[config.mk]
export PLATFORM = sky130hd
export DESIGN_NAME = output_digit_unit
export DESIGN_NICKNAME = d
export VERILOG_FILES = /design/src/rtl/output_digit_unit.sv
export SDC_FILE = /design/constraint.sdc
export NUM_CORES = 1
export LEC_CHECK = 0
export BUFFER_PORTS_ARGS = -buffer_cell sky130_fd_sc_hd__buf_4
export CAP_MARGIN = 0
export CELL_PAD_IN_SITES_DETAIL_PLACEMENT = 1
export CELL_PAD_IN_SITES_GLOBAL_PLACEMENT = 1
export CORE_UTILIZATION = 40
export CTS_BUF_LIST = sky130_fd_sc_hd__clkbuf_8 sky130_fd_sc_hd__clkbuf_16
export CTS_CLUSTER_DIAMETER = 40
export DETAILED_ROUTE_END_ITERATION = 6
export PLACE_DENSITY = 0.8
export SETUP_SLACK_MARGIN = 0.02
export SYNTH_ARGS = -nofsm -noshare
export SYNTH_HDL_FRONTEND = slang
export SYNTH_SLANG_ARGS = --single-unit
[constraint.sdc]
create_clock -name clk -period 4 [get_ports clk]
set_clock_uncertainty 0.2 [all_clocks]
set_input_delay 0.6 -clock clk [delete_from_list [all_inputs] [get_ports clk]]
set_output_delay 0.6 -clock clk [all_outputs]
set_load 0.1 [all_outputs]
[src/rtl/output_digit_unit.sv]
// output_digit_unit: sequential double-dabble binary-to-BCD converter for the seven-segment display.
// Define OUTPUT_SIGNED_EN to treat output_data as two's complement and report the sign on negative.
module output_digit_unit #(
    parameter int DATA_WIDTH = 32,
    parameter int DIGIT_CNT = 8,
    parameter int BCD_DIGITS = 10,
    parameter int DIGIT_RADIX_WIDTH = 4,
    parameter logic [DIGIT_RADIX_WIDTH-1:0] BLANK_CODE = 4'hF
) (
    input  logic clk,
    input  logic rst,
    input  logic output_enable,
    input  logic [DATA_WIDTH-1:0] output_data,
    output logic busy,
    output logic output_complete,
    output logic [DIGIT_CNT*DIGIT_RADIX_WIDTH-1:0] display_digits,
    output logic [3:0] digit_count,
    output logic overflow_9th,
    output logic overflow_10th,
    output logic negative
);
    localparam int BW = BCD_DIGITS * 4;
    localparam int CW = $clog2(DATA_WIDTH + 1);
    typedef enum logic [1:0] {IDLE, CONVERT, FINISH} state_t;
    state_t r_state;
    logic [DATA_WIDTH-1:0] r_op;
    logic [BW-1:0] r_bcd;
    logic [CW-1:0] r_cnt;
    logic r_busy, r_done, r_ovf9, r_ovf10;
    logic [DIGIT_CNT*DIGIT_RADIX_WIDTH-1:0] r_disp;
    logic [3:0] r_count;
    logic [DATA_WIDTH-1:0] w_mag;
    logic [BW-1:0] w_adj;
    logic [3:0] w_count;
    logic [DIGIT_CNT*DIGIT_RADIX_WIDTH-1:0] w_disp;
`ifdef OUTPUT_SIGNED_EN
    logic r_sign, r_neg;
    assign w_mag = output_data[DATA_WIDTH-1] ? {DATA_WIDTH{1'b0}} - output_data : output_data;
    assign negative = r_neg;
`else
    assign w_mag = output_data;
    assign negative = 1'b0;
`endif
    always_comb begin
        w_count = 4'd1;
        for (int i = 0; i < BCD_DIGITS; i++) begin
            w_adj[i*4+:4] = r_bcd[i*4+:4] >= 4'd5 ? r_bcd[i*4+:4] + 4'd3 : r_bcd[i*4+:4];
            if (i > 0 && r_bcd[i*4+:4] != 4'd0) w_count = 4'(i + 1);
        end
        for (int i = 0; i < DIGIT_CNT; i++)
            w_disp[i*DIGIT_RADIX_WIDTH+:DIGIT_RADIX_WIDTH] = 4'(i) >= w_count ? BLANK_CODE : DIGIT_RADIX_WIDTH'(r_bcd[i*4+:4]);
    end
    always_ff @(posedge clk) begin
        if (rst) begin
            r_state <= IDLE;
            r_op <= '0;
            r_bcd <= '0;
            r_cnt <= '0;
            r_busy <= 1'b0;
            r_done <= 1'b0;
            r_disp <= {{(DIGIT_CNT-1){BLANK_CODE}}, DIGIT_RADIX_WIDTH'(0)};
            r_count <= 4'd1;
            r_ovf9 <= 1'b0;
            r_ovf10 <= 1'b0;
`ifdef OUTPUT_SIGNED_EN
            r_sign <= 1'b0;
            r_neg <= 1'b0;
`endif
        end else begin
            r_done <= 1'b0;
            case (r_state)
                IDLE: if (output_enable) begin
                    r_op <= w_mag;
                    r_bcd <= '0;
                    r_cnt <= '0;
                    r_busy <= 1'b1;
                    r_state <= CONVERT;
`ifdef OUTPUT_SIGNED_EN
                    r_sign <= output_data[DATA_WIDTH-1];
`endif
                end
                CONVERT: begin
                    {r_bcd, r_op} <= {w_adj, r_op} << 1;
                    r_cnt <= r_cnt + 1'b1;
                    if (r_cnt == CW'(DATA_WIDTH - 1)) r_state <= FINISH;
                end
                FINISH: begin
                    r_disp <= w_disp;
                    r_count <= w_count;
                    r_ovf9 <= w_count >= 4'd9;
                    r_ovf10 <= w_count == 4'd10;
`ifdef OUTPUT_SIGNED_EN
                    r_neg <= r_sign;
`endif
                    r_done <= 1'b1;
                    r_busy <= 1'b0;
                    r_state <= IDLE;
                end
                default: r_state <= IDLE;
            endcase
        end
    end
    assign busy = r_busy;
    assign output_complete = r_done;
    assign display_digits = r_disp;
    assign digit_count = r_count;
    assign overflow_9th = r_ovf9;
    assign overflow_10th = r_ovf10;
endmodule
# After elaboration in Yosys (flattened, before gate mapping)
# Index checks and enable logic that the tools add are counted.
word_totals:
  latch_bits: 0
  ff_bits: 120
  romBits: 0
  memories: 0
  output_inout_bits: 41
  inputBits: 35
  mem_bits_rw: 0
op_classes:
  mux: 39
  mul: 0
  add_sub_neg: 11
  div: 0
  reduce_logical: 15
  eq_ne: 6
  magnitude_cmp: 19
  n_bitwise: 0
  shifts: 0
ops:
  columns: ["op", "count"]
  rows:
  - ["4-bit two-way mux", 20]
  - ["40-bit one-hot mux with 2 select lines", 1]
  - ["32-bit one-hot mux with 2 select lines", 1]
  - ["4-bit by 3-bit >= comparator with 1-bit output, second input constant", 10]
  - ["40-bit two-way mux", 1]
  - ["4-bit by 2-bit adder with 4-bit output, second input constant", 9]
  - ["4-bit nonzero test", 9]
  - ["32-bit two-way mux", 1]
  - ["3-bit by 4-bit >= comparator with 1-bit output, first input constant", 4]
  - ["3-bit two-way mux", 5]
  - ["6-bit one-hot mux with 2 select lines", 1]
  - ["1-bit by 4-bit >= comparator with 1-bit output, first input constant", 2]
  - ["2-bit by 4-bit >= comparator with 1-bit output, first input constant", 2]
  - ["2-bit two-way mux", 4]
  - ["6-bit by 1-bit adder with 6-bit output, second input constant", 1]
  - ["6-bit by 5-bit == test with 1-bit output, second input constant", 1]
  - ["6-bit two-way mux", 1]
  - ["2-bit AND reduction", 3]
  - ["4-bit == test, second input constant", 1]
  - ["4-bit >= comparator, second input constant", 1]
  - ["2-bit != test, second input constant", 2]
  - ["2-bit one-hot mux with 2 select lines", 1]
  - ["2-bit nonzero test", 2]
  - ["3-bit by 2-bit adder with 3-bit output, second input constant", 1]
  - ["5 further kinds", 6]

# Longest topological paths before layout
logic_depth:
  depth_word: 12
  mapped_depth: 7
  ltp_nobuf: 7

# Worst setup path before layout
# Ideal clock, no wire load.
synth_timing:
  kind: "register to register"
  from: "register r_bcd[8]"
  to: "register r_disp[16] (netlist: display_digits[16])"
  stages_incl_launch_ff: 8
  required_ns: 3.740
  slack_ns: 1.660
  period_less_slack_ns: 2.340
  arrival_time_ns: 2.080
  cell_sequence: "dfxtp_1 > inv_1 > ha_1 > or3b_1 > nand2b_1 > a311o_1 > a2111oi_4 > o32a_2"
synth_via:
  elab_chain_cells: 11
synth_rtl:
  columns: ["item", "line_no", "source"]
  rows:
  - ["from (decl)", "27", "logic [BW-1:0] r_bcd;"]
  - ["from (signal assigned)", "83", "{r_bcd, r_op} <= {w_adj, r_op} << 1;"]
  - ["4-bit nonzero test", "48", "if (i > 0 && r_bcd[i*4+:4] != 4'd0) w_count = 4'(i + 1);"]
  - ["2-bit two-way mux", "48", null]
  - ["3-bit two-way mux (4 in series)", "48", null]
  - ["4-bit two-way mux (3 in series)", "48", null]
  - ["3-bit by 4-bit >= comparator with 1-bit output", "51", "w_disp[i*DIGIT_RADIX_WIDTH+:DIGIT_RADIX_WIDTH] = 4'(i) >= w_count ? BLANK_CODE : DIGIT_RADIX_WIDTH'(r_bcd[i*4+ ..."]
  - ["4-bit two-way mux", "51", null]
  - ["to (signal assigned)", "61", "r_disp <= {{(DIGIT_CNT-1){BLANK_CODE}}, DIGIT_RADIX_WIDTH'(0)};"]
  - ["to (signal assigned)", "88", "r_disp <= w_disp;"]
  - ["to (decl)", "30", "logic [DIGIT_CNT*DIGIT_RADIX_WIDTH-1:0] r_disp;"]
# Every way passes these cells.
# A chain may end at the register's enable or synchronous reset.

# Worst setup path after layout
# Ends and elaborated chain as after synthesis.

==> impl_metrics.yaml <==
place:
  portBuffers: 74
  place_congestion: 0.774
  place_hpwl_um: 9200
  placed_area_mm2: 0.00602
grt:
  grt_max_degree: 88
  grt_pass1_wl_um: 24600
  antenna_found_initial: 0
  grt_overflow: 0
  grt_pass1_vias: 5108
  grt_use_total_pct: 21.9
cts:
  cts-root-buf: "clkbuf_16"
  cts_tree: "yes"
  htreeDepth: 4
  ctsResizeCount: 0
  clock-sinks: 120
  clkTransAtPathRegs_ns: 0.06
  hold_buffers: 0
  cts_made_buffers: 17
  postCtsSetupBuffers: 0
  clockBufferDepth: 2
  clk_latency_ns: 0.42
sta:
  tns_ns: 0
  hold_violations: 0
  tightest_slew_ns: 0.939
  rsz0062_at_grt: "false"
  max_freq_mhz: 370
  maxSlewViolCount: 0
  setup_viol: 0
  timing.final.crit_share_pct: 67.6
  fin_crit_ns: 2.70
  slew-limit-headroom_pct: 37.4
route:
  drc_errors: 0
  routed_wl_um: 14300
  wl_per_cell_um: 16.1
  drt_iter0_markers: 260
  vias: 4835
  firstDrtPassIters: 4
  vias_per_cell: 5.43
  ant_nets: 0
hold_path:
  hold_class: "primary input to register"
  min-delay-start: "output_enable"
critical_path:
  crit_fanout: 6
  critPathArrivalTime_ns: 2.87
  endpoint_kind: "register"
  r2r-start: "r_bcd[8]"
  start_kind: "register"
  worst_path_max_delay_cell: "a2111oi_4"
  slowest_delay_ns: 0.52
  critical_path_required_ns: 4.16
  path_buf_inv: 1
  path_class: "register to register"
  crit_chain: "inv_1 -> ha_1 -> or3b_1 -> nand2b_1 -> a311o_1 -> a2111oi_4 -> o32a_2"
  crit_family: "compound AO/OA/AOI/OAI gates"
  crit_path_start: "r_bcd[8]"
power_and_ir_drop:
  p_total_w: 0.00294
  p_leak_nw: 2.61
  ir_drop_mv: 0.210
  p_per_area_mw_per_mm2: 446
floorplan:
  dieWidth_um: 118
  start_util_pct: 41.7
  rows: 41
  io_pins: 76
  coreArea_mm2: 0.0128
  die_y_um: 118
  die-area_mm2: 0.0138
logic_synthesis:
  synthArstFlopShare_pct: 0
  synth_edf_count: 0
  yosysTopAreaCell: "dfxtp_1"
  yosys_warnings: 0
  syn_inst: 647
  synth_flop_cell: "dfxtp_1"
  ys_seq_area_share_pct: 44.9
  syn-num-nets: 705
  synth_area_leaders: "dfxtp_1 (45%), nor2_1 (9.5%), ha_1 (5.4%)"
  synth_top_cell_area_share_pct: 44.9
  ys_ff_latch: 120
  yosysUniqueCellTypes: 37
  post_synth.cell_area_avg_um2: 8.27
  yosysMostFrequentCell: "nor2_1"
  synth_common_cells: "nor2_1 (136), dfxtp_1 (120), a21oi_1 (46), clkbuf_1 (36), nand2_1 (35)"
  synth_area_mm2: 0.00535
outcome:
  status: "completed"
final_layout:
  antenna_cells: 0
  fin_area_mm2: 0.00660
  layout-drive-gt1-share_pct: 17.0
  finalNetCount: 764
  area_growth_pct: 23.2
job:
  drv_cap: 0
logic make-up after synthesis:
| logic type | count (synthesis) | share of synthesized area [%] |
|---|---|---|
| compound gates | 136 | 17.0 |
| xor+xnor | 18 | 2.95 |
| fa+ha+maj | 23 | 5.38 |
| buf+inv | 64 | 4.56 |
| flops | 120 | 44.9 |
| mux | 4 | 0.795 |
| other cells | 1 | 0.0701 |
| simple gates | 281 | 24.4 |
cell usage in the layout (no fill, tap or decap), drive strengths merged, types with 2 or more instances in the layout:
cell,count
a21oi,46
a311oi,3
a31oi,9
a32oi,10
and2,9
buf,80
bufinv,2
clkbuf,20
clkinv,6
dfxtp,120
ha,23
inv,27
mux2,2
mux2i,2
nand2,35
nand2b,14
nand3,29
nor2,136
nor2b,4
nor3,9
nor3b,7
nor4,32
o21ai,26
o22a,22
o31ai,11
o32a,4
or3b,4
xnor2,10
xor2,8
stage by stage:
| step | utilization (%) | instances | hold WS, ns | setup WS, ns |
|---|---|---|---|---|
| floorplan | - | 647 | 0.232 | 1.66 |
| global placement | 46.9 | 859 | 0.249 | 1.37 |
| detailed placement | 46.9 | 859 | 0.255 | 1.27 |
| CTS | 51.4 | 891 | 0.228 | 1.27 |
| global route | 51.4 | 891 | 0.270 | 1.13 |
| finish | 51.4 | 891 | 0.236 | 1.30 |
report_power, final:
group          switching [W]  total, W  internal (W)
Clock               0.000529   0.00148      0.000950
Combinational       0.000141  0.000210     0.0000686
Sequential         0.0000216   0.00126       0.00123
path summary, 6_finish.rpt:
| kind | endpoint | slack (ns) | depth (start not counted) |
|---|---|---|---|
| min | busy | 0.24 | 3 |
| max | display_digits[16] | 1.30 | 7 |
| min reg2reg | display_digits[2] | 0.26 | 2 |
| max reg2reg | display_digits[16] | 1.30 | 7 |
cell type report:
cell class	count	area (um^2)
fillers	1549	6230
multi-input cells	463	2710
flip-flops and latches	120	2400
repair buffers	80	601
clock buffers	20	467
well taps	172	215
clock inverters	12	109
inverters	24	90.1
state kept, by name (all words and copies together), names as in the netlist:
name	cells
r_op	32
digit_count	4
overflow_9th	1
overflow_10th	1
r_state	2
busy	1
r_bcd	40
display_digits	32
output_complete	1
r_cnt	6
metal layers:
metal  part of all wire, %  global-route usage [%]
met5                     0                       0
met4                   1.2                    5.77
met1                    45                    25.8
met2                    51                    39.2
met3                   3.3                    5.67
worst reg2reg max path: cells and delay by family, from the launching register on:
family	cells	cell delay, ns
AND/OR/NAND/NOR	2	0.60
flip-flops	1	0.38
buffers and inverters	1	0.09
AO/OA/AOI/OAI	3	1.15
adder cells (fa/ha/maj)	1	0.22
(Power assumes the default switching activity.)
